`src/rtl/imm_chunk_serializer_pkg.sv`:
```
// imm_chunk_serializer_pkg: widths and FSM encoding shared by the immediate-chunk serializer
package imm_chunk_serializer_pkg;
    localparam int W_IN  = 16;
    localparam int W_IMM = 5;
    localparam int N_MAX = (W_IN + W_IMM - 1) / W_IMM;
    localparam int W_SR  = N_MAX * W_IMM;
    localparam int W_CNT = 3;
    typedef enum logic {IDLE, EMIT} state_e;
endpackage

```
`src/rtl/imm_chunk_serializer_count.sv`:
```
// imm_chunk_count: minimal number of 5-bit sign-extendable chunks needed to carry a 16-bit constant
module imm_chunk_count
    import imm_chunk_serializer_pkg::*;
(
    input  logic [W_IN-1:0]  value_i,
    output logic [W_CNT-1:0] n_o
);
    logic fit1, fit2, fit3;
    assign fit1 = (&value_i[15:4]) | ~(|value_i[15:4]);
    assign fit2 = (&value_i[15:9]) | ~(|value_i[15:9]);
    assign fit3 = value_i[15] == value_i[14];
    assign n_o  = fit1 ? 3'd1 : fit2 ? 3'd2 : fit3 ? 3'd3 : 3'd4;
endmodule

```
`src/rtl/imm_chunk_serializer.sv`:
```
// imm_chunk_serializer: splits a 16-bit signed constant into the minimal MSB-first run of 5-bit
// immediate chunks; the first chunk carries the sign and is sign-extended by the receiver.
module imm_chunk_serializer
    import imm_chunk_serializer_pkg::*;
(
    input  logic             clk,
    input  logic             rst_n,
    input  logic             in_valid,
    output logic             in_ready,
    input  logic [W_IN-1:0]  in_value,
    output logic             out_valid,
    input  logic             out_ready,
    output logic [W_IMM-1:0] out_chunk,
    output logic             out_first,
    output logic             out_last,
    output logic [W_CNT-1:0] out_count
);
    state_e           state_q, state_d;
    logic [W_SR-1:0]  sr_q, sr_d;
    logic [W_CNT-1:0] rem_q, rem_d, cnt_q, cnt_d, n;
    logic             first_q, first_d;
    logic [4:0]       shamt;
    logic [W_SR-1:0]  ext;

    imm_chunk_count u_count (.value_i(in_value), .n_o(n));

    // left-align so the sign-carrying group sits in the top chunk slot
    assign ext   = {{(W_SR-W_IN){in_value[W_IN-1]}}, in_value};
    assign shamt = 5'(W_IMM * (N_MAX - int'(n)));

    always_comb begin
        state_d = state_q;
        sr_d    = sr_q;
        rem_d   = rem_q;
        cnt_d   = cnt_q;
        first_d = first_q;
        if (state_q == IDLE) begin
            if (in_valid) begin
                state_d = EMIT;
                sr_d    = ext << shamt;
                rem_d   = n;
                cnt_d   = n;
                first_d = 1'b1;
            end
        end else if (out_ready) begin
            first_d = 1'b0;
            state_d = (rem_q == 3'd1) ? IDLE : EMIT;
            sr_d    = (rem_q == 3'd1) ? sr_q : sr_q << W_IMM;
            rem_d   = (rem_q == 3'd1) ? rem_q : rem_q - 3'd1;
        end
    end

    always_ff @(posedge clk or negedge rst_n) begin
        if (!rst_n) begin
            state_q <= IDLE;
            sr_q    <= '0;
            rem_q   <= '0;
            cnt_q   <= '0;
            first_q <= 1'b0;
        end else begin
            state_q <= state_d;
            sr_q    <= sr_d;
            rem_q   <= rem_d;
            cnt_q   <= cnt_d;
            first_q <= first_d;
        end
    end

    assign in_ready  = state_q == IDLE;
    assign out_valid = state_q == EMIT;
    assign out_chunk = sr_q[W_SR-1 -: W_IMM];
    assign out_first = first_q;
    assign out_last  = (state_q == EMIT) && (rem_q == 3'd1);
    assign out_count = cnt_q;
endmodule

```
`config.mk`:
```
export PLATFORM = sky130hd
export DESIGN_NAME = imm_chunk_serializer
export DESIGN_NICKNAME = d
export VERILOG_FILES = /design/src/rtl/imm_chunk_serializer_pkg.sv /design/src/rtl/imm_chunk_serializer_count.sv /design/src/rtl/imm_chunk_serializer.sv
export SDC_FILE = /design/constraint.sdc
export NUM_CORES = 1
export LEC_CHECK = 0
export ABC_AREA = 0
export CAP_MARGIN = 20
export CORE_ASPECT_RATIO = 1.25
export CORE_MARGIN = 2
export CORE_UTILIZATION = 59
export CTS_CLUSTER_SIZE = 25
export DETAILED_ROUTE_END_ITERATION = 12
export HOLD_SLACK_MARGIN = 0.12
export PLACE_DENSITY = 0.85
export RECOVER_POWER = 100
export SYNTH_ARGS = -nofsm -noshare
export SYNTH_HDL_FRONTEND = slang
export SYNTH_SLANG_ARGS = --single-unit
export TNS_END_PERCENT = 20
```
`constraint.sdc`:
```
create_clock -name clk -period 5.1 [get_ports clk]
set_clock_uncertainty 0.1 [all_clocks]
set_input_delay 1.02 -clock clk [delete_from_list [all_inputs] [get_ports clk]]
set_output_delay 1.02 -clock clk [all_outputs]
set_load 0.02 [all_outputs]
```
# --- Word-level counts from Yosys, hierarchy flattened ---
# Cells that the tools add are included.
word_totals:
  regBits: 28
  out_inout_bits: 12
  word_cells: 45
classes:
  add_sub_neg: 2
  mul: 1
  n_eq_ne: 4
  n_shift: 1
  muxes: 18
  bitwise_logic: 5
  reduce_logical: 9
op_table:
  columns: ["cell", "count"]
  rows:
  - ["$mux W20", 4]
  - ["$mux W3", 7]
  - ["$shl A20 B5 Y20", 1]
  - ["$reduce_and A12 Y1", 1]
  - ["$reduce_or A12 Y1", 1]
  - ["$mux W1", 7]
  - ["$reduce_and A7 Y1", 1]
  - ["$reduce_or A7 Y1", 1]
  - ["$mul A4 B4 Y5 const A", 1]
  - ["$ne A2 B2 Y1 const B", 2]
  - ["$reduce_and A2 Y1", 2]
  - ["$sub A3 B3 Y4 const A", 1]
  - ["$eq A3 B1 Y1 const B", 1]
  - ["$not A1 Y1", 3]
  - ["$reduce_and A3 Y1", 1]
  - ["$sub A3 B1 Y3 const B", 1]
  - ["$or A1 B1 Y1", 2]
  - ["$reduce_bool A2 Y1", 1]
  - ["$eq A1 B1 Y1", 1]
  - ["$logic_and A1 B1 Y1", 1]

# --- Depth between registers and ports, before layout ---
depth:
  ltp_word: 10
  ltp_mapped: 20
  ltp_nobuf: 18

# --- Modules after synthesis ---
# Synthesis repeated with hierarchy kept, for this count alone.
hier_totals:
  hier_cells: 273
  hier_area_um2: 2563.7
by_module_without_submodules:
  columns: ["mod", "instances", "cells_each", "area_per_inst_um2", "seq_area_each_um2"]
  rows:
  - ["imm_chunk_serializer", 1, 251, 2399.8, 700.7]
  - ["imm_chunk_count", 1, 22, 163.9, 0.0]

# --- Worst setup path after synthesis ---
# Ideal clock, no wire load.
synth_path:
  path_type: "input port to flip-flop"
  from: "in in_value[14]"
  to: "reg sr_q[15]"
  setup_time_ns: 0.121
  arrival_ns: 4.554
  t_required_ns: 4.879
  slack_ns: 0.325
  path_stages: 16
  cell_sequence: "ha_1 -> nand2_1 -> or4_1 -> and2_4 -> nand2_4 -> inv_2 -> buf_6 -> ha_1 -> clkbuf_1 -> clkinv_1 -> fa_1 -> xnor3_1 -> nand2_1 -> clkbuf_1 -> a21oi_1 -> o2bb2ai_1"
synth_between:
  elab_chain_len: 10
  word_cells_on_any_way: 17
  cone_classes: "add/sub (1); mul (1); eq/ne (1); shift (1); mux (5); bitwise (4); reduce/logical (4)"
synth_lines:
  columns: ["item", "line", "rtl"]
  rows:
  - ["from (decl)", "imm_chunk_serializer.sv:10", "input logic [W_IN-1:0] in_value,"]
  - ["$reduce_or A7 Y1", "imm_chunk_serializer_count.sv:10", "assign fit2 = (&value_i[15:9]) | ~(|value_i[15:9]);"]
  - ["$not A1 Y1", "imm_chunk_serializer_count.sv:10", null]
  - ["$or A1 B1 Y1", "imm_chunk_serializer_count.sv:10", null]
  - ["$mux W3 (2 in a row)", "imm_chunk_serializer_count.sv:12", "assign n_o = fit1 ? 3'd1 : fit2 ? 3'd2 : fit3 ? 3'd3 : 3'd4;"]
  - ["$sub A3 B3 Y4", "imm_chunk_serializer.sv:29", "assign shamt = 5'(W_IMM * (N_MAX - int'(n)));"]
  - ["$mul A4 B4 Y5", "imm_chunk_serializer.sv:29", null]
  - ["$shl A20 B5 Y20 (*)", "imm_chunk_serializer.sv:40", "sr_d = ext << shamt;"]
  - ["$mux W20 (*)", "imm_chunk_serializer.sv:38", "if (in_valid) begin"]
  - ["$mux W20 (*)", "imm_chunk_serializer.sv:37", "if (state_q == IDLE) begin"]
  - ["to (signal assigned)", "imm_chunk_serializer.sv:62", "sr_q <= sr_d;"]
  - ["to (decl)", "imm_chunk_serializer.sv:19", "logic [W_SR-1:0] sr_q, sr_d;"]
# Every way passes the cells marked *; elsewhere a longest branch is shown, timed or not. The select of a mux whose other input is x is not followed.
# A chain may end at the register's enable or synchronous reset.

# --- Worst setup path after layout ---
layout_path:
  from: "in in_value[15]"
  to: "reg sr_q[18]"
# The elaborated chain is that of the path after synthesis.

==> reports/results.tsv <==
stage	metric	value	unit
outcome	status	complete, no violations	
clock_network	cts_setup_buffers	0	
timing	fmax	0.2099	GHz
routing	wl_per_cell	18.17	um
power	cellLeakagePower	1.173	nW
logic_synthesis	syn_inst	246	
logic_synthesis	ys_seq_area_share	30.53	%
logic_synthesis	syn_nets	273	
floorplan	die_y	73.73	um
timing	worst_pin_slew	1.474	ns
logic_synthesis	synth_area	0.002295	sq mm
logic_synthesis	synth_edf_count	0	
cells_and_area	layout-drive-gt1-share	15.16	%
hold_path	worstHoldEndpoint	sr_q[4]	
cells_and_area	nFillCells	288	
placed_design	gp_congestion	0.9268	
floorplan	initial_core_util	61.13	%
clock_network	clk_latency	0.27	ns
logic_synthesis	synthTopCellsByArea	dfrtp_1 31%, mux4_2 12%, a21oi_1 4.6%	
logic_synthesis	synth_top_area_cell	dfrtp_1	
grt	first_global_vias	2144	
power	irDropWorstVdd	0.0002733	V
setup_path	r2r_slack	2.24	ns
power	power	1.246	mW
logic_synthesis	synthDominantCellAreaShare	30.53	%
logic_synthesis	ys_seq_elements	28	
timing	maxSlewHeadroom	1.737	%
routing	drt_pre_antenna_iters	4	
setup_path	critPathKind	input port to flip-flop	
routing	wl_met2	2832	um
timing	finalCriticalPeriod	4.764	ns
cells_and_area	antennaDiodeCount	0	
clock_network	cts_root_buf	clkbuf_8	
routing	vias	2080	
clock_network	cts_tree	done	
setup_path	worst_setup_path_end_kind	flip-flop	
grt	grt_pass1_wl	9915	um
routing	drcViolationCount	0	
clock_network	clkSinkCount	28	
setup_path	cp-start-kind	input port	
routing	vias_per_cell	6.562	
cells_and_area	final_util	71.83	%
logic_synthesis	yosysWarnings	0	
floorplan	fp.coreArea	0.003754	sq mm
placed_design	place_area	0.002670	sq mm
logic_synthesis	dominantRegCellSynth	dfrtp_1	
placed_design	numPortBuffers	31	
grt	antenna_found_initial	0	
clock_network	cts_resized	0	
clock_network	hold_buffers	0	
floorplan	die_width	59.78	um
logic_synthesis	async_flop_share	100.0	%
placed_design	dpl.hpwl	4498	um
logic_synthesis	synth_cell_types	59	
routing	wl_met3	257	um
hold_path	whs_path_depth	2	
routing	ant_nets	0	
timing	drv_slew	0	
routing	drt_wl_total	5760	um
routing	drt_iter0_markers	127	
routing	top_layer_used	met4	
cells_and_area	area_growth	17.50	%
floorplan	rows	25	
setup_path	r2r_end	sr_q[12]	
timing	finalSetupViolations	0	
floorplan	dieArea	0.004407	sq mm
clock_network	cts_buffers	3	
timing	hold_violations	0	
hold_path	hp-class	flip-flop to flip-flop	
cells_and_area	fin_cells	317	
hold_path	holdCritStartpoint	sr_q[4]	
power	power_density	462.2	mW/mm^2
setup_path	r2r_cells	6	
placed_design	dp.cells	314	
grt	gr-total-overflow	0	
grt	track_usage	29.51	%
cells_and_area	final_nets	306	
clock_network	clock_path_buffers	2	
setup_path	cp.required	5.16	ns
setup_path	crit-reg2reg-launch	out_valid	
setup_path	crit_fanout	13	
grt	grt_max_degree	29	
clock_network	clk_pin_slew	0.09	ns
clock_network	htreeDepth	1	
setup_path	arrival	4.82	ns
floorplan	ios	32	
timing	rsz0062_at_grt	false	
flow_run	maxCapViolCount	0	
timing	finalCritPeriodShare	93.41	%
routing	met1Wirelength	2407	um
logic_synthesis	avgSynthCellArea	9.328	sq um
cells_and_area	design_area	0.002696	sq mm
timing	setup_tns	0	ns
## layout by cell type (no fill, tap or decap), types with 6 or more instances in the layout
cell type / instances
mux2i_1: 8
a21oi_1: 21
and3_1: 6
clkdlybuf4s50_1: 17
inv_1: 11
nor2_1: 19
dfrtp_1: 28
nand2_1: 24
buf_4: 13
dlygate4sd3_1: 14
nand3_1: 8
ha_1: 6
o21ai_0: 14
mux4_2: 12
## critical path, stage by stage
cell	delay [ns]
clkdlybuf4s50_1	0.53
ha_1	0.18
nand2_1	0.05
or4_1	0.56
and2_4	0.21
nand2_4	0.05
inv_1	0.05
ha_1	0.20
xnor2_1	0.25
ha_1	0.19
inv_1	0.05
fa_1	0.57
clkbuf_2	0.29
o21ai_0	0.17
a21o_1	0.19
o211ai_1	0.14
a21oi_1	0.11
## per-stage QoR
stage	setup slack, ns	hold WS, ns
6_report	0.3360	0.3762
5_1_grt	0.06286	0.4016
4_1_cts	0.3625	0.3864
3_5_place_dp	0.07988	0.3623
3_3_place_gp	0.2099	0.3611
2_1_floorplan	0.3247	0.3355
## cells by family after synthesis
kind of cell | Yosys count | synth area share [%]
simple gates | 77 | 17.07
compound gates | 72 | 21.27
buf+inv | 32 | 6.707
flops | 28 | 30.53
mux | 26 | 18.37
fa+ha+maj | 7 | 4.144
xor+xnor | 3 | 1.745
other cells | 1 | 0.1634
## per-layer routing
layer | track usage, % | up-vias
li1 | - | 985
met5 | 0 | -
met3 | 1.585 | 23
met4 | 14.81 | 0
met1 | 38.41 | 987
met2 | 49.15 | 85
## power breakdown
group	switching [mW]	internal, mW
Clock	0.0655	0.0531
Sequential	0.0603	0.305
Combinational	0.436	0.327
Total	0.561	0.685
## synthesized netlist by cell type, drive strengths merged (2+ instances only)
library cell	count
o22ai	3
a31oi	3
xnor2	2
and3	6
nand2	25
nand3	8
o31ai	5
or4	2
ha	6
inv	12
mux2	6
dfrtp	28
buf	7
a22oi	4
a221oi	2
a21oi	21
clkbuf	12
o211ai	2
a22o	3
o311ai	2
nand4	4
mux2i	8
o31a	2
mux4	12
nor3	4
o21ai	14
and2	2
nor2	19
## state kept, by name, summed over array words and instances (netlist names)
name / count
out_first: 1
sr_q: 20
rem_q: 3
out_valid: 1
out_count: 3
## area by class of cell
class                   instances  area [sq um]  area share [%]
multi-input cells             186          1435           53.23
flip-flops and latches         28         700.7           25.99
repair buffers                 47         420.4           15.59
well taps                      40         50.05           1.856
inverters                      13         48.80           1.810
clock buffers                   3         41.29           1.531
## worst max path at each step
| stage | endpoint | slack, ns | cells past startpoint | start |
|---|---|---|---|---|
| global route | sr_q[17] | 0.06 | 16 | in_value[15] |
| global placement | sr_q[17] | 0.21 | 16 | in_value[15] |
| finish | sr_q[18] | 0.34 | 17 | in_value[15] |
| detailed placement | sr_q[16] | 0.08 | 16 | in_value[15] |
| floorplan | sr_q[15] | 0.32 | 16 | in_value[14] |
| CTS | sr_q[17] | 0.36 | 16 | in_value[15] |
Power figures use the tool's default switching activity.
